File: src/rtl/i2s_serf.sv
// I2S receiver: oversamples sclk/ws/data in the clk domain and delivers
// parallel left/right samples with a one-cycle vld strobe per stereo frame.
module i2s_serf #(
   parameter int SMPL_W   = 24,
   parameter int SYNC_STG = 2
) (
   input  logic              clk,
   input  logic              rst_n,
   input  logic              I2S_sclk,
   input  logic              I2S_ws,
   input  logic              I2S_data,
   output logic [SMPL_W-1:0] lft_chnnl,
   output logic [SMPL_W-1:0] rght_chnnl,
   output logic              vld
);

   localparam int CNT_W = $clog2(SMPL_W + 1);

   typedef enum logic [2:0] {SYNC, LFT_DLY, LFT, RGHT_DLY, RGHT} state_t;

   state_t              state_q, state_d;
   logic [SYNC_STG-1:0] sclk_sync_q, sclk_sync_d;
   logic [SYNC_STG-1:0] ws_sync_q, ws_sync_d;
   logic [SYNC_STG-1:0] data_sync_q, data_sync_d;
   logic                sclk_prev_q, sclk_prev_d;
   logic                ws_prev_q, ws_prev_d;
   logic [CNT_W-1:0]    bit_cnt_q, bit_cnt_d;
   logic [SMPL_W-1:0]   shft_reg_q, shft_reg_d;
   logic [SMPL_W-1:0]   lft_hold_q, lft_hold_d;
   logic [SMPL_W-1:0]   lft_chnnl_q, lft_chnnl_d;
   logic [SMPL_W-1:0]   rght_chnnl_q, rght_chnnl_d;
   logic                load_q, load_d;
   logic                vld_q, vld_d;

   logic                sclk_s, ws_s, data_s, sclk_rise, ws_fall, ws_rise;
   logic [CNT_W-1:0]    cnt_inc;
   logic [SMPL_W-1:0]   shft_next;

   assign sclk_s    = sclk_sync_q[SYNC_STG-1];
   assign ws_s      = ws_sync_q[SYNC_STG-1];
   assign data_s    = data_sync_q[SYNC_STG-1];
   assign sclk_rise = sclk_s & ~sclk_prev_q;
   assign ws_fall   = ~ws_s & ws_prev_q;
   assign ws_rise   = ws_s & ~ws_prev_q;
   assign cnt_inc   = bit_cnt_q + CNT_W'(1);
   assign shft_next = {shft_reg_q[SMPL_W-2:0], data_s};

   always_comb begin
      sclk_sync_d  = {sclk_sync_q[SYNC_STG-2:0], I2S_sclk};
      ws_sync_d    = {ws_sync_q[SYNC_STG-2:0], I2S_ws};
      data_sync_d  = {data_sync_q[SYNC_STG-2:0], I2S_data};
      sclk_prev_d  = sclk_s;
      state_d      = state_q;
      ws_prev_d    = ws_prev_q;
      bit_cnt_d    = bit_cnt_q;
      shft_reg_d   = shft_reg_q;
      lft_hold_d   = lft_hold_q;
      lft_chnnl_d  = lft_chnnl_q;
      rght_chnnl_d = rght_chnnl_q;
      load_d       = 1'b0;
      vld_d        = 1'b0;

      // Completed frame is published one clk after the last right bit lands.
      if (load_q) begin
         lft_chnnl_d  = lft_hold_q;
         rght_chnnl_d = shft_reg_q;
         vld_d        = 1'b1;
      end

      if (sclk_rise) begin
         ws_prev_d = ws_s;
         case (state_q)
            SYNC: begin
               if (ws_fall) begin
                  state_d   = LFT;
                  bit_cnt_d = '0;
               end
            end
            LFT, RGHT: begin
               // A ws edge inside a data word means the slot was short: drop it.
               if (ws_s != ws_prev_q) begin
                  state_d   = SYNC;
                  bit_cnt_d = '0;
               end else begin
                  shft_reg_d = shft_next;
                  bit_cnt_d  = cnt_inc;
                  if (cnt_inc == CNT_W'(SMPL_W)) begin
                     if (state_q == LFT) begin
                        lft_hold_d = shft_next;
                        state_d    = RGHT_DLY;
                     end else begin
                        load_d  = 1'b1;
                        state_d = LFT_DLY;
                     end
                  end
               end
            end
            RGHT_DLY: begin
               if (ws_rise) begin
                  state_d   = RGHT;
                  bit_cnt_d = '0;
               end
            end
            LFT_DLY: begin
               if (ws_fall) begin
                  state_d   = LFT;
                  bit_cnt_d = '0;
               end
            end
            default: state_d = SYNC;
         endcase
      end
   end

   always_ff @(posedge clk or negedge rst_n) begin
      if (!rst_n) begin
         state_q      <= SYNC;
         sclk_sync_q  <= '0;
         ws_sync_q    <= '0;
         data_sync_q  <= '0;
         sclk_prev_q  <= 1'b0;
         ws_prev_q    <= 1'b1;
         bit_cnt_q    <= '0;
         shft_reg_q   <= '0;
         lft_hold_q   <= '0;
         lft_chnnl_q  <= '0;
         rght_chnnl_q <= '0;
         load_q       <= 1'b0;
         vld_q        <= 1'b0;
      end else begin
         state_q      <= state_d;
         sclk_sync_q  <= sclk_sync_d;
         ws_sync_q    <= ws_sync_d;
         data_sync_q  <= data_sync_d;
         sclk_prev_q  <= sclk_prev_d;
         ws_prev_q    <= ws_prev_d;
         bit_cnt_q    <= bit_cnt_d;
         shft_reg_q   <= shft_reg_d;
         lft_hold_q   <= lft_hold_d;
         lft_chnnl_q  <= lft_chnnl_d;
         rght_chnnl_q <= rght_chnnl_d;
         load_q       <= load_d;
         vld_q        <= vld_d;
      end
   end

   assign lft_chnnl  = lft_chnnl_q;
   assign rght_chnnl = rght_chnnl_q;
   assign vld        = vld_q;

endmodule

File: config.mk
export PLATFORM = sky130hd
export DESIGN_NAME = i2s_serf
export DESIGN_NICKNAME = d
export VERILOG_FILES = /design/src/rtl/i2s_serf.sv
export SDC_FILE = /design/constraint.sdc
export NUM_CORES = 1
export LEC_CHECK = 0
export ABC_CLOCK_PERIOD_IN_PS = 2000
export BUFFER_PORTS_ARGS = -buffer_cell sky130_fd_sc_hd__buf_2
export CORE_ASPECT_RATIO = 0.7
export CORE_MARGIN = 3
export CORE_UTILIZATION = 48
export DETAILED_ROUTE_END_ITERATION = 8
export PLACE_DENSITY = 0.66
export SETUP_SLACK_MARGIN = 0.2
export SLEW_MARGIN = 20
export SYNTH_ARGS = -nofsm -noshare
export SYNTH_HDL_FRONTEND = slang
export SYNTH_SLANG_ARGS = --single-unit
File: constraint.sdc
create_clock -name clk -period 2 [get_ports clk]
set_input_delay 0.2 -clock clk [delete_from_list [all_inputs] [get_ports clk]]
set_output_delay 0.2 -clock clk [all_outputs]
set_load 0.01 [all_outputs]
==> metrics.txt <==
slowest stage delay, CP 0.38 ns; Commonest cells post-synth 113 x sky130_fd_sc_hd__dfrtp_1, 82 x sky130_fd_sc_hd__nand2_1, 49 x sky130_fd_sc_hd__mux2_2, 25 x sky130_fd_sc_hd__a22o_1, 6 x sky130_fd_sc_hd__buf_2; LEAKAGE 3.075 nW; via count 2879; Reg2Reg Capture Point lft_hold_q[6]$_DFFE_PN0P_; drc violations 0; grt total ovfl 0; clock tree from TritonCTS yes; Setup crit start kind flop; critical-path maximum fanout 12; maximum number of pins on one net before global-route repair 39; Synth Warn # 0; Synth cell types 33; Yosys reg bits 114; PortBufs 53; total count of max-transition violations in the final report 0; RSZ-0062 raised after global routing no; Synth Area per Inst 13.09 µm²; biggest area contributors in the synthesized netlist sky130_fd_sc_hd__dfrtp_1 65%, sky130_fd_sc_hd__mux2_2 13%, sky130_fd_sc_hd__nand2_1 7.1%, sky130_fd_sc_hd__a22o_1 5.0%, sky130_fd_sc_hd__ha_1 1.2%; clock insertion delay at the later pin of the skew report 0.40 ns; synthesized netlist net count 341; cell at the root of the clock tree sky130_fd_sc_hd__clkbuf_16; cell taking the most area after synthesis sky130_fd_sc_hd__dfrtp_1; internal power of the cells 4.641 mW; weighted congestion reported at the end of routability-driven placement 0.8200; final net count 437; power dissipated by switching net loads 1.335 mW; Clock transition at path regs 0.05 ns; cell area after technology mapping 4347 µm²; startpoint of the worst register-to-register path bit_cnt_q[0]$_DFFE_PN0P_; share of the synthesized area in the top cell type 65.05%; cell total after placement 512; area enclosed by the die boundary 10250 µm²; most instantiated flip-flop cell in the synthesis netlist sky130_fd_sc_hd__dfrtp_1; area post-placement 4893 µm²; GRT Total Usage 18.82%; Crit path buffers/inverters 4; Clock Power Share 51.1%; switching share of total power 22.34%; setup TNS 0 ns; detailed-placement wirelength estimate 5295 µm; antenna violations before repair 0; share of layout cells above drive strength 1 41.04%; Final Core Density 67.23%; clock tree buffer depth 2; depth of the CTS H-tree 4; setup violators final 0; critical path cell sequence buf_4, ha_1, buf_4, a22oi_2, buf_4, nor2b_4, buf_12, a22o_1; P per Cell Area 1031 nW/µm²; routed len/inst 16.39 µm; filler-free cell count of the finished design 561; classification of the worst-slack hold path in -> async; final hold vios 0; number of enable flip-flop cells after synthesis 0; ratio of final minimum period to clock period 86.89%; aggregate routed wire length 9195 µm; f_max 0.5754 GHz; Setup Skew 0.006784 ns; antenna diode count 0; Worst Reg2Reg Path Length in Cells 8; core region area 8618 µm²; I/O pins 54; required time at the endpoint of the critical path 2.28 ns; most used cell along the critical path sky130_fd_sc_hd__buf_4; transition time at the pin with the least slew margin 0.4651 ns; Max Cap Violations 0; largest voltage drop on the vdd net 0.7713 mV; share of the yosys chip area belonging to registers 65.66%; initial cell density of the core 50.44%; die extent in y 85.62 µm; family with the most delay on the worst path buffers and inverters; Final Cell Area 5794 µm²; sequential group share of total power 41.9%; Slew HR 68.99%; Post-Syn Instances 332; width of the chip 119.7 µm; post-route antenna net violation count 0; Initial DRC Count 219; vias in the first global route 2823; run status completed; Clock Sinks 114; synth-to-layout area growth 33.30%; time the final worst path needs with I/O delays and setup 1.738 ns; Cell Rows 28; number of buffers created by CTS 17; Crit Path Category reg -> reg; wire length of the first global-routing pass 14750 µm; proportion of register bits with asynchronous set or reset after synthesis 100.0%; part of the power in combinational logic 7.0%; top-count cell post-synth sky130_fd_sc_hd__dfrtp_1; worst reg2reg setup slack 0.26 ns; first drt pass iteration count 4; library cell contributing the largest single delay on the critical path sky130_fd_sc_hd__dfrtp_1; detailed-route vias per instance 5.132; worst endpoint data arrival time 2.02 ns; element type at the critical path end flop
==> layout by cell type, fill, tap and decap left out, drive strengths merged, types with 2 or more instances in the layout <==
cell type    instances
dfrtp              113
buf                 85
nand2               82
mux2                49
a22o                25
clkbuf              25
o21ai                7
nor2                 5
nand2b               5
dlygate4sd3          4
nand3                4
ha                   4
clkinv               4
inv                  4
bufinv               3
nor2b                3
o22ai                2
xor2                 2
clkinvlp             2
nor3                 2
==> final cells by class <==
type | count | area, µm²
clock buffers | 23 | 478.0
clock inverters | 9 | 128.9
fillers | 662 | 2824
well taps | 120 | 150.1
inverters | 4 | 20.02
multi-input cells | 200 | 1461
repair buffers | 91 | 700.7
flip-flops and latches | 114 | 2855
==> logic make-up after synthesis <==
logic type,share of synthesized area (%)
AOI/OAI and AO/OA,7.427
xor gates and xnor gates,0.4031
adders and majority gates,1.151
buffers and inverters,2.418
DFF,65.66
muxes,12.69
and+or+nand+nor,10.25
==> worst max-delay path by stage <==
stage                                   startpoint                         end  cells past startpoint  slack (ns)
after floorplan           bit_cnt_q[0]$_DFFE_PN0P_  lft_hold_q[14]$_DFFE_PN0P_                      7        0.33
after global placement    bit_cnt_q[0]$_DFFE_PN0P_  lft_hold_q[20]$_DFFE_PN0P_                      5       -0.12
after detailed placement  bit_cnt_q[0]$_DFFE_PN0P_  lft_hold_q[12]$_DFFE_PN0P_                      5       -0.18
after CTS                 bit_cnt_q[1]$_DFFE_PN0P_  lft_hold_q[13]$_DFFE_PN0P_                      6        0.21
after global routing      bit_cnt_q[0]$_DFFE_PN0P_   lft_hold_q[4]$_DFFE_PN0P_                      8        0.20
final                     bit_cnt_q[0]$_DFFE_PN0P_   lft_hold_q[6]$_DFFE_PN0P_                      8        0.26
==> routing by layer <==
metal  track usage, %  share of wire [%]
met2            27.61                 46
met1            26.25                 47
met4            7.484                1.1
met5                0                  0
met3            6.262                5.9
==> state kept, by name (all words and copies together), names as in the netlist <==
register and cells:
sclk_sync_q 2, lft_chnnl 24, sclk_prev_q 1, shft_reg_q 24, ws_prev_q 1, lft_hold_q 24, load_q 1, rght_chnnl 24
vld 1, bit_cnt_q 5, ws_sync_q 2, state_q 3, data_sync_q 2
==> repair_timing <==
action,4_1_cts,5_1_grt
hold buffers,4,0
pin swaps,1,7
setup endpoints to repair,42,43
endpoints found under the hold margin,33,0
gates resized for setup,6,9
buffers inserted,1,8
cloned,1,3
==> per-stage QoR <==
stage	hold WS, ns	total power [mW]	worst slack, ns
CTS	0.3024	5.994	0.2127
finish	0.2948	5.976	0.2621
global route	0.3288	6.204	0.1973
detailed placement	0.1823	2.889	-0.1840
global placement	0.1839	2.880	-0.1230
floorplan	-0.09559	2.695	0.3340
==> power by group through the flow <==
stage / registers [mW] / logic, mW / clock network [mW]
6_report: 2.50 / 0.420 / 3.05
5_1_grt: 2.51 / 0.467 / 3.22
4_1_cts: 2.50 / 0.398 / 3.10
3_5_place_dp: 2.53 / 0.356 / 0
3_3_place_gp: 2.53 / 0.352 / 0
2_1_floorplan: 2.52 / 0.180 / 0
Note: power is estimated with default switching activity, not from simulation.
